### src/rtl/mux_2_to_1_pkg.sv
// mux_2_to_1_pkg: shared width default and select encodings for the registered word selector.
package mux_2_to_1_pkg;
  localparam int WIDTH_DEF = 16;
  typedef enum logic {
    SEL_A = 1'b0,
    SEL_B = 1'b1
  } sel_e;
endpackage

### src/rtl/mux_2_to_1_skid.sv
// mux_2_to_1_skid: two-entry valid/ready skid buffer (main drives out, skid absorbs one stalled word).
module mux_2_to_1_skid #(
  parameter int W = 16
) (
  input  logic         clk,
  input  logic         rst,
  input  logic [W-1:0] in_data,
  input  logic         in_valid,
  output logic         in_ready,
  output logic [W-1:0] out_data,
  output logic         out_valid,
  input  logic         out_ready
);
  logic         main_valid_q, main_valid_d;
  logic         skid_valid_q, skid_valid_d;
  logic         in_ready_q, in_ready_d;
  logic [W-1:0] main_data_q, main_data_d;
  logic [W-1:0] skid_data_q, skid_data_d;
  logic         acc, xfer, load_main;
  always_comb begin
    acc          = in_valid && in_ready_q;
    xfer         = main_valid_q && out_ready;
    load_main    = !main_valid_q || xfer;
    main_valid_d = load_main ? (skid_valid_q || acc) : 1'b1;
    main_data_d  = !load_main ? main_data_q : skid_valid_q ? skid_data_q : acc ? in_data : main_data_q;
    skid_valid_d = (acc && !load_main) ? 1'b1 : xfer ? 1'b0 : skid_valid_q;
    skid_data_d  = (acc && !load_main) ? in_data : skid_data_q;
    in_ready_d   = !skid_valid_d;
  end
  // in_ready stays low while reset is held and rises on the first edge after release
  always_ff @(posedge clk or posedge rst) begin
    if (rst) begin
      main_valid_q <= 1'b0;
      skid_valid_q <= 1'b0;
      in_ready_q   <= 1'b0;
      main_data_q  <= '0;
      skid_data_q  <= '0;
    end else begin
      main_valid_q <= main_valid_d;
      skid_valid_q <= skid_valid_d;
      in_ready_q   <= in_ready_d;
      main_data_q  <= main_data_d;
      skid_data_q  <= skid_data_d;
    end
  end
  assign in_ready  = in_ready_q;
  assign out_valid = main_valid_q;
  assign out_data  = main_data_q;
endmodule

### src/rtl/mux_2_to_1.sv
// mux_2_to_1: selects a (sel=0) or b (sel=1) at acceptance and presents it through a skid-buffered output.
// Optional MUX_2_TO_1_PARITY_EN adds out_parity, stored alongside each word.
module mux_2_to_1
  import mux_2_to_1_pkg::*;
#(
  parameter int WIDTH = WIDTH_DEF
) (
  input  logic             clk,
  input  logic             rst,
  input  logic [WIDTH-1:0] a,
  input  logic [WIDTH-1:0] b,
  input  logic             sel,
  input  logic             in_valid,
  output logic             in_ready,
  output logic [WIDTH-1:0] out,
  output logic             out_valid,
`ifdef MUX_2_TO_1_PARITY_EN
  output logic             out_parity,
`endif
  input  logic             out_ready
);
`ifdef MUX_2_TO_1_PARITY_EN
  localparam int DW = WIDTH + 1;
`else
  localparam int DW = WIDTH;
`endif
  logic [WIDTH-1:0] word;
  logic [DW-1:0]    payload, out_word;
  always_comb begin
    word = (sel == SEL_B) ? b : a;
`ifdef MUX_2_TO_1_PARITY_EN
    payload = {^word, word};
`else
    payload = word;
`endif
  end
  mux_2_to_1_skid #(.W(DW)) u_skid (
    .clk       (clk),
    .rst       (rst),
    .in_data   (payload),
    .in_valid  (in_valid),
    .in_ready  (in_ready),
    .out_data  (out_word),
    .out_valid (out_valid),
    .out_ready (out_ready)
  );
  assign out = out_word[WIDTH-1:0];
`ifdef MUX_2_TO_1_PARITY_EN
  assign out_parity = out_word[WIDTH];
`endif
endmodule

### config.mk
export PLATFORM = sky130hd
export DESIGN_NAME = mux_2_to_1
export DESIGN_NICKNAME = d
export VERILOG_FILES = /design/src/rtl/mux_2_to_1_pkg.sv /design/src/rtl/mux_2_to_1_skid.sv /design/src/rtl/mux_2_to_1.sv
export SDC_FILE = /design/constraint.sdc
export NUM_CORES = 1
export LEC_CHECK = 0
export CAP_MARGIN = 0
export CELL_PAD_IN_SITES_DETAIL_PLACEMENT = 1
export CELL_PAD_IN_SITES_GLOBAL_PLACEMENT = 1
export CORE_ASPECT_RATIO = 0.75
export CORE_MARGIN = 2
export CORE_UTILIZATION = 31
export CTS_CLUSTER_SIZE = 40
export DETAILED_ROUTE_END_ITERATION = 8
export PLACE_DENSITY = 0.82
export SKIP_LAST_GASP = 1
export SYNTH_ARGS = -nofsm -noshare
export SYNTH_HDL_FRONTEND = slang
export SYNTH_SLANG_ARGS = --single-unit
### constraint.sdc
create_clock -name clk -period 1.43 [get_ports clk]
set_input_delay 0.2145 -clock clk [delete_from_list [all_inputs] [get_ports clk]]
set_output_delay 0.2145 -clock clk [all_outputs]
set_load 0.02 [all_outputs]
# Word level (Yosys, flattened, before mapping)

Index checks and enable logic that the tools add are counted.

Bits in registers: 35
Latch bits: 0
Bits in writable memories: 0
Bits in read-only memories: 0
Output and inout bits: 18
Memories: 0

Add/subtract/negate cells: 0
Multipliers: 0
Div/mod/pow operators: 0
Magnitude comparators: 0
Equal/unequal tests: 0
Shift-type cells: 0
Muxes and demuxes: 6
Bitwise logic cells: 0
Reduce and logical (&&, ||, !) cells: 10

Operators with widths:

| kind                | count |
|---|---|
| 16-bit two-way mux  | 3 |
| 1-bit logical AND   | 3 |
| 1-bit zero test     | 3 |
| 1-bit two-way mux   | 3 |
| 1-bit logical OR    | 2 |
| 2-bit AND reduction | 1 |
| 2-bit nonzero test  | 1 |

# Depth between registers and ports, before layout

Gate-level depths: netlist (run 1).

Word-level depth: 6
Mapped depth: 6
Mapped depth without buffers: 3

# Cells and area by module

Synthesis (run 1) repeated with hierarchy kept, for this count alone.

Cell total of the unflattened synthesis: 114
Area total of the unflattened synthesis: 1836.8 µm²

By module, submodules not included:

| module          | times used | cells each | area an instance (µm²) | sequential area each (µm²) |
|---|---|---|---|---|
| mux_2_to_1_skid | 1          | 96         | 1587.8                 | 875.8 |
| mux_2_to_1      | 1          | 18         | 249.0                  | 0.0 |

# Worst setup path before layout (run 1)

OpenSTA, ideal clock, no wires.

Kind: reg2reg
From: register u_skid.main_valid_q, in the netlist u_skid.out_valid
To: register u_skid.main_data_q[0], in the netlist u_skid.out_data[0]
Library setup time: 0.118 ns
Arrival time: 1.382 ns
Data required time: 1.312 ns
Slack: -0.070 ns
Stages on the path, launching flop included: 7
Buffers on the path: 3
Period minus slack after synthesis: 1.500 ns
Cell sequence: dfrtp_1 nor2b_1 buf_6 or2_1 buf_2 buf_6 a21o_1

Longest elaborated chain between the ends: 3
Elaborated cells on any way between the ends: 4
Classes of those cells: reduce/logical: 4

RTL lines:

| element                                                     | RTL line                                     | source |
|---|---|---|
| from (decl)                                                 | mux_2_to_1_skid.sv:14                        | `logic main_valid_q, main_valid_d;` |
| from (signal assigned)                                      | mux_2_to_1_skid.sv:39                        | `main_valid_q <= main_valid_d;` |
| 1-bit zero test / 1-bit logical AND (equally long branches) | mux_2_to_1_skid.sv:23, mux_2_to_1_skid.sv:22 |  |
| 1-bit logical OR *                                          | mux_2_to_1_skid.sv:23                        | `load_main = !main_valid_q \|\| xfer;` |
| 2-bit AND reduction (no source line) *                      | n/a                                          |  |
| to (signal assigned)                                        | mux_2_to_1_skid.sv:42                        | `main_data_q <= main_data_d;` |
| to (decl)                                                   | mux_2_to_1_skid.sv:17                        | `logic [W-1:0] main_data_q, main_data_d;` |

Mark *: on every way between the ends. The rest lies on a longest branch, timed or not.
A chain may end at the register's enable or synchronous reset.

# Worst setup path after layout (run 1)

From: register u_skid.skid_valid_q
To: register u_skid.main_data_q[5], in the netlist u_skid.out_data[5]

Longest elaborated chain between the ends: 2
Elaborated cells on any way between the ends: 3
Classes of those cells: mux: 1; reduce/logical: 2

RTL lines:

| element                              | RTL line              | source |
|---|---|---|
| from (decl)                          | mux_2_to_1_skid.sv:15 | `logic skid_valid_q, skid_valid_d;` |
| from (signal assigned)               | mux_2_to_1_skid.sv:40 | `skid_valid_q <= skid_valid_d;` |
| 2-bit nonzero test (no source line)  | n/a                   |  |
| 2-bit AND reduction (no source line) | n/a                   |  |

Several ways; a longest one is shown, not always the timed one.

==> impl_results.md, run 1 <==
- Setup Skew: 6.13 ps
- Non-filler instance count after layout: 296
- Pwr dens: 1900 nW/µm²
- Floorplan core area: 5320 µm²
- Max_cap viols: 0
- GRT Resource Usage Total: 16.8%
- Final #Nets: 258
- F_max: 725 MHz
- Synthesized netlist cell count: 154
- Vias per cell: 4.90
- Synthesized area: 1700 µm²
- H-tree depth: 2
- CP Max Fanout: 8
- CTS buffer count: 5
- Die Area: 6110 µm²
- RSZ-0062 raised after global routing: yes
- Seq pwr share: 36.7%
- Post-detail-place hpwl: 3160 µm
- Clock group share of total power: 14.2%
- Die Width: 89.6 µm
- Synth Flop Type: dfrtp_1
- Slew @ Worst Pin: 408 ps
- Register area share after synthesis: 51.4%
- Routed len/inst: 15.8 µm
- Die Y: 68.2 µm
- Slew Limit Headroom: 72.1%
- Synth top area cells: dfrtp_1 (51%), mux2i_1 (9.4%), a2111oi_0 (7.7%)
- Endpoints failing setup: 0
- Async SR Flop Fraction: 100%
- Final hold vios: 0
- Initial DRC count: 70
- Clk buf depth: 2
- Initial core utilization: 32.0%
- Critical-path top delay cell: dfrtp_2
- First-pass GRT wire length: 7550 µm
- Placed cells: 284
- Area leader, netlist: dfrtp_1
- Reg-to-reg startpoint: u_skid.skid_valid_q$_DFF_PP0_
- Max Slew Vio Count: 0
- Post-DRT Antenna Nets: 0
- Final period util: 96.5%
- Synthesized area per cell: 11.1 µm²
- Layout area overhead: 50.2%
- Psw: 1.90 mW
- DRC viols: 0
- Global route overflow: 0
- Final Util: 48.0%
- Number of global-route vias before repair: 1536
- Crit path buffers/inverters: 1
- CP max stage delay: 470 ps
- Synth unique cells: 19
- Worst Path Arrival: 1620 ps
- Critical path type: reg -> reg
- Final Power: 4.87 mW
- CTS tree: done
- Critical Path RT: 1670 ps
- CP Capture Type: flip-flop
- Logic pwr share: 49.2%
- Synthesis Warnings: 0
- Most frequent cells after synthesis: dfrtp_1 (35), nand2_1 (17), nor2b_1 (17)
- DRT Pass-1 Iters: 2
- Worst Hold Class: in -> async
- Clock sink total: 35
- Final wirelength: 4680 µm
- Power Internal: 2.97 mW
- Number of enable flip-flop cells after synthesis: 0
- Max IR drop VDD: 0.634 mV
- Number of synthesized register bits: 35
- # diodes: 0
- Via Count: 1451
- Antenna violations before repair: 0
- Most frequent cell after synthesis: dfrtp_1
- Setup TNS: 0 ps
- I/O Pins: 55
- IO buf count: 54
- Final worst path period need: 1380 ps
- Status: complete, no violations
- Largest net degree at the start of global routing: 36
- Insertion delay to the later sink of the worst-skew pair: 290 ps
- Post-Syn Nets: 191
- Lkg Pwr: 1.21 nW
- Sw frac: 39.1%
- Rows: 23
- Startpoint types: flip-flop
- CP cell instances: buf_4 -> nor2b_1 -> a2111oi_0 -> a21o_1
- Family with the most delay on the worst path: compound AO/OA/AOI/OAI gates
- CTS root buf: clkbuf_8
- Layout cells sized above 1: 14.9%
- Clock transition time at the flip-flop clock pins of the worst setup and hold paths: 70 ps
- RePlAce Congestion: 0.696
- Filler instances: 587
- Hold slack: 251 ps
- Top cell type's share of synthesized area: 51.4%
- Worst Setup SP: u_skid.skid_valid_q$_DFF_PP0_
worst paths after layout:
path	end	slack (ps)	cells past startpoint
worst max-delay path	u_skid.out_data[5]$_DFFE_PP0P_	50	4
worst min-delay path	u_skid.out_data[13]$_DFFE_PP0P_	250	3
worst max register to register	u_skid.out_data[5]$_DFFE_PP0P_	50	4
worst min register to register	u_skid.out_data[5]$_DFFE_PP0P_	470	1
max in group asynchronous	u_skid.out_valid$_DFF_PP0_	970	3
min in group clk	u_skid.out_data[5]$_DFFE_PP0P_	470	1
placed cells by master, fill, tap and decap left out:
cell,count
a2111oi_0,4
a2111oi_1,8
a2111oi_2,4
a21boi_0,1
a21o_1,16
a21oi_4,1
buf_12,6
buf_4,13
clkbuf_1,2
clkbuf_8,5
clkdlybuf4s50_1,36
clkinvlp_4,1
dfrtp_1,33
dfrtp_2,2
dlygate4sd2_1,18
inv_1,2
mux2i_1,16
nand2_1,17
nand2b_1,1
nand4b_1,1
nor2b_1,16
nor2b_4,1
o21ai_0,16
or2_1,1
flip-flops by register name (all words and copies together) (netlist names):
register	count
u_skid.out_valid	1
u_skid.out_data	16
u_skid.skid_data_q	16
u_skid.skid_valid_q	1
u_skid.in_ready	1
power by group through the flow:
stage          logic (mW)  registers, mW  clock network, mW
3_5_place_dp         2.37           1.80                  0
3_3_place_gp         2.30           1.77                  0
6_report             2.39           1.78              0.689
2_1_floorplan        1.07           2.02                  0
4_1_cts              2.28           1.78              0.708
5_1_grt              2.63           1.86              0.761
per-layer routing:
layer	vias up	global-route usage, %	part of all wire (%)
met5	-	0	0
met4	0	4.85	1.1
met3	7	6.03	4.8
met2	34	26.8	48
met1	720	21.4	46
li1	690	-	-
what timing repair did:
item,4_1_cts,5_1_grt
buffers inserted,3,2
hold buffers,0,0
endpoints found under the hold margin,0,0
setup endpoints to repair,33,11
gates resized for setup,21,13
area by class of cell:
type / count / area [µm²] / share of cell area [%]
flip-flops and latches: 35 / 878 / 34.3
repair buffers: 73 / 736 / 28.8
clock buffers: 7 / 76.3 / 2.98
inverters: 3 / 15.0 / 0.587
well taps: 75 / 93.8 / 3.67
multi-input cells: 103 / 758 / 29.6
cell families after synthesis:
logic type / after synthesis / synth area share (%)
DFF: 35 / 51.4
muxes: 16 / 9.40
AOI/OAI and AO/OA: 50 / 21.7
and+or+nand+nor: 37 / 11.2
buffers and inverters: 16 / 6.17
tightest hold or removal path: cells and delay by family:
kind,cells,cell delay [ps]
buffers and inverters,3,690
per-stage QoR:
step | worst slack [ps] | instance area (µm²)
final | 50.6 | 2560
after global routing | -23.1 | 2560
after global placement | -258 | 2420
after floorplan | -0.844 | 1720
after CTS | 9.72 | 2500
after detailed placement | -295 | 2420
Power figures use the tool's default switching activity.
==> run 2: changes to the inputs <==
--- a/config.mk
+++ b/config.mk
@@ -14,6 +14,7 @@
 export CTS_CLUSTER_SIZE = 40
 export DETAILED_ROUTE_END_ITERATION = 8
 export PLACE_DENSITY = 0.82
+export SETUP_SLACK_MARGIN = 0.4
 export SKIP_LAST_GASP = 1
 export SYNTH_ARGS = -nofsm -noshare
 export SYNTH_HDL_FRONTEND = slang
==> impl_results.md, run 2 (same netlist as run 1, synthesis figures left out) <==
- Seq. cell area: 880 µm² (was 878 µm²)
- CP Capture Type: flip-flop (unchanged)
- Worst Slack Setup Final: 4.85 ps (was 50.6 ps)
- M2 GR Usage: 42.9% (was 26.8%)
- Final hold vios: 0 (unchanged)
- Pre-CTS WS: -313 ps (was -295 ps)
- Worst setup path endpoint: u_skid.out_data[3]$_DFFE_PP0P_ (was u_skid.out_data[5]$_DFFE_PP0P_)
- IO buf count: 54 (unchanged)
- Max_cap viols: 0 (unchanged)
- Layer with the highest usage: met2 (unchanged)
- DRT Pass-1 Iters: 4 (was 2)
- Commonest non-fill, non-tap cell in the layout: clkdlybuf4s50_1 (unchanged)
- Worst Setup SP: u_skid.skid_valid_q$_DFF_PP0_ (unchanged)
- Number of global-route vias before repair: 1957 (was 1536)
- Setup Skew: 4.61 ps (was 6.13 ps)
- Routed len/inst: 23.0 µm (was 15.8 µm)
- Post-DRT Antenna Nets: 0 (unchanged)
- Clock sink total: 35 (unchanged)
- Antenna violations before repair: 0 (unchanged)
- Rows: 23 (unchanged)
- Final #Nets: 287 (was 258)
- Die Y: 68.2 µm (unchanged)
- Status: complete, no violations (unchanged)
- Vias per cell: 5.16 (was 4.90)
- Multi-input gate area: 1110 µm² (was 758 µm²)
- CTS tree: done (unchanged)
- RePlAce Congestion: 0.724 (was 0.696)
- Post-detail-place hpwl: 3600 µm (was 3160 µm)
- Floorplan core area: 5320 µm² (unchanged)
- Layout cells sized above 1: 51.0% (was 14.9%)
- DRC viols: 0 (unchanged)
- Clock transition time at the flip-flop clock pins of the worst setup and hold paths: 70 ps (about the same)
- Lkg Pwr: 1.46 nW (was 1.21 nW)
- Via Count: 1671 (was 1451)
- CTS root buf: clkbuf_8 (unchanged)
- Filler instances: 529 (was 587)
- Worst Path Arrival: 1650 ps (was 1620 ps)
- Worst Hold Class: in -> async (unchanged)
- GRT Resource Usage Total: 25.4% (was 16.8%)
- F_max: 702 MHz (was 725 MHz)
- Slew @ Worst Pin: 365 ps (was 408 ps)
- H-tree depth: 2 (unchanged)
- RSZ-0062 raised after global routing: yes (unchanged)
- Startpoint types: flip-flop (unchanged)
- Worst reg2reg path endpoint: u_skid.out_data[3]$_DFFE_PP0P_ (was u_skid.out_data[5]$_DFFE_PP0P_)
- Global route overflow: 0 (unchanged)
- Insertion delay to the later sink of the worst-skew pair: 290 ps (about the same)
- Initial core utilization: 32.0% (unchanged)
- Worst reg2reg setup slack: 5 ps (was 50 ps)
- First-pass GRT wire length: 11000 µm (was 7550 µm)
- Max IR drop VDD: 0.872 mV (was 0.634 mV)
- Most frequent cells in the layout: clkdlybuf4s50_1 (33), dfrtp_1 (32), buf_4 (28), buf_6 (27) (was clkdlybuf4s50_1 (36), dfrtp_1 (33), dlygate4sd2_1 (18), nand2_1 (17))
- Worst Reg-to-Reg Cells: 4 (unchanged)
- Largest net degree at the start of global routing: 36 (unchanged)
- Slew Limit Headroom: 75.0% (was 72.1%)
- Clk buf depth: 2 (unchanged)
- Final period util: 99.7% (was 96.5%)
- Reg-to-reg startpoint: u_skid.skid_valid_q$_DFF_PP0_ (unchanged)
- Critical path type: reg -> reg (unchanged)
- Die Width: 89.6 µm (unchanged)
- CP Max Fanout: 11 (was 8)
- # diodes: 0 (unchanged)
- Endpoints failing setup: 0 (unchanged)
- Setup TNS: 0 ps (unchanged)
- Critical Path RT: 1650 ps (was 1670 ps)
- Final wirelength: 7460 µm (was 4680 µm)
- I/O Pins: 55 (unchanged)
- Met3 usage: 4.70% (was 6.03%)
- Die Area: 6110 µm² (unchanged)
- Final worst path period need: 1430 ps (was 1380 ps)
- Max Slew Vio Count: 0 (unchanged)
- Pwr dens: 2060 nW/µm² (was 1900 nW/µm²)
- CTS buffer count: 5 (unchanged)
- Layout area overhead: 91.0% (was 50.2%)
- Grt met1 use: 32.9% (was 21.4%)
- Initial DRC count: 50 (was 70)
==> run 2: per-layer routing <==
| layer | wire length [µm] | part of all wire, % | vias up |
|---|---|---|---|
| li1 | - | - | 749 |
| met1 | 3230 | 43 | 856 |
| met2 | 3790 | 51 | 54 |
| met3 | 359 | 4.8 | 12 |
| met4 | 84 | 1.1 | 0 |
| met5 | 0 | 0 | - |
==> run 2: power breakdown <==
part           internal, mW  switching, mW
Sequential             1.48          0.480
Combinational          2.11           1.95
Clock                 0.325          0.365
Total                  3.92           2.79
==> run 2: how the worst min path moves through the flow <==
| stage | start | end | slack, ps | cells past startpoint |
|---|---|---|---|---|
| after floorplan | rst | u_skid.out_data[0]$_DFFE_PP0P_ | 370 | 1 |
| after global placement | u_skid.out_data[10]$_DFFE_PP0P_ | u_skid.out_data[10]$_DFFE_PP0P_ | 460 | 1 |
| after detailed placement | u_skid.out_data[9]$_DFFE_PP0P_ | u_skid.out_data[9]$_DFFE_PP0P_ | 470 | 1 |
| after CTS | rst | u_skid.out_data[9]$_DFFE_PP0P_ | 290 | 3 |
| after global routing | rst | u_skid.skid_data_q[9]$_DFFE_PP0P_ | 310 | 3 |
| final | rst | u_skid.skid_data_q[9]$_DFFE_PP0P_ | 280 | 3 |
==> run 2: cell type report <==
class	count	area share, %
clock buffers	6	2.23
multi-input cells	104	34.1
inverters	3	0.462
flip-flops and latches	35	27.0
repair buffers	101	33.3
well taps	75	2.88
==> run 2: per-stage QoR <==
step | std cells | instance area, µm² | hold WS (ps) | total power [mW] | util [%]
finish | 324 | 3250 | 284 | 6.71 | 61.1
global route | 324 | 3250 | 311 | 7.04 | 61.1
CTS | 318 | 3060 | 293 | 6.01 | 57.5
detailed placement | 294 | 2490 | 469 | 4.29 | 46.7
global placement | 294 | 2490 | 461 | 4.16 | 46.7
floorplan | 154 | 1750 | 369 | 3.17 | -
==> run 2: what timing repair did <==
action / 4_1_cts / 5_1_grt
gates cloned: 4 / 0
setup endpoints to repair: 52 / 53
resized for setup: 183 / 29
hold buffers: 0 / 0
pin swaps: 28 / 7
setup buffers: 14 / 6
==> run 2: critical path, stage by stage (launching register included) <==
cell and delay (ps):
dfrtp_2 460, clkinvlp_4 120, buf_6 190, a2111oi_2 430
a21o_1 150
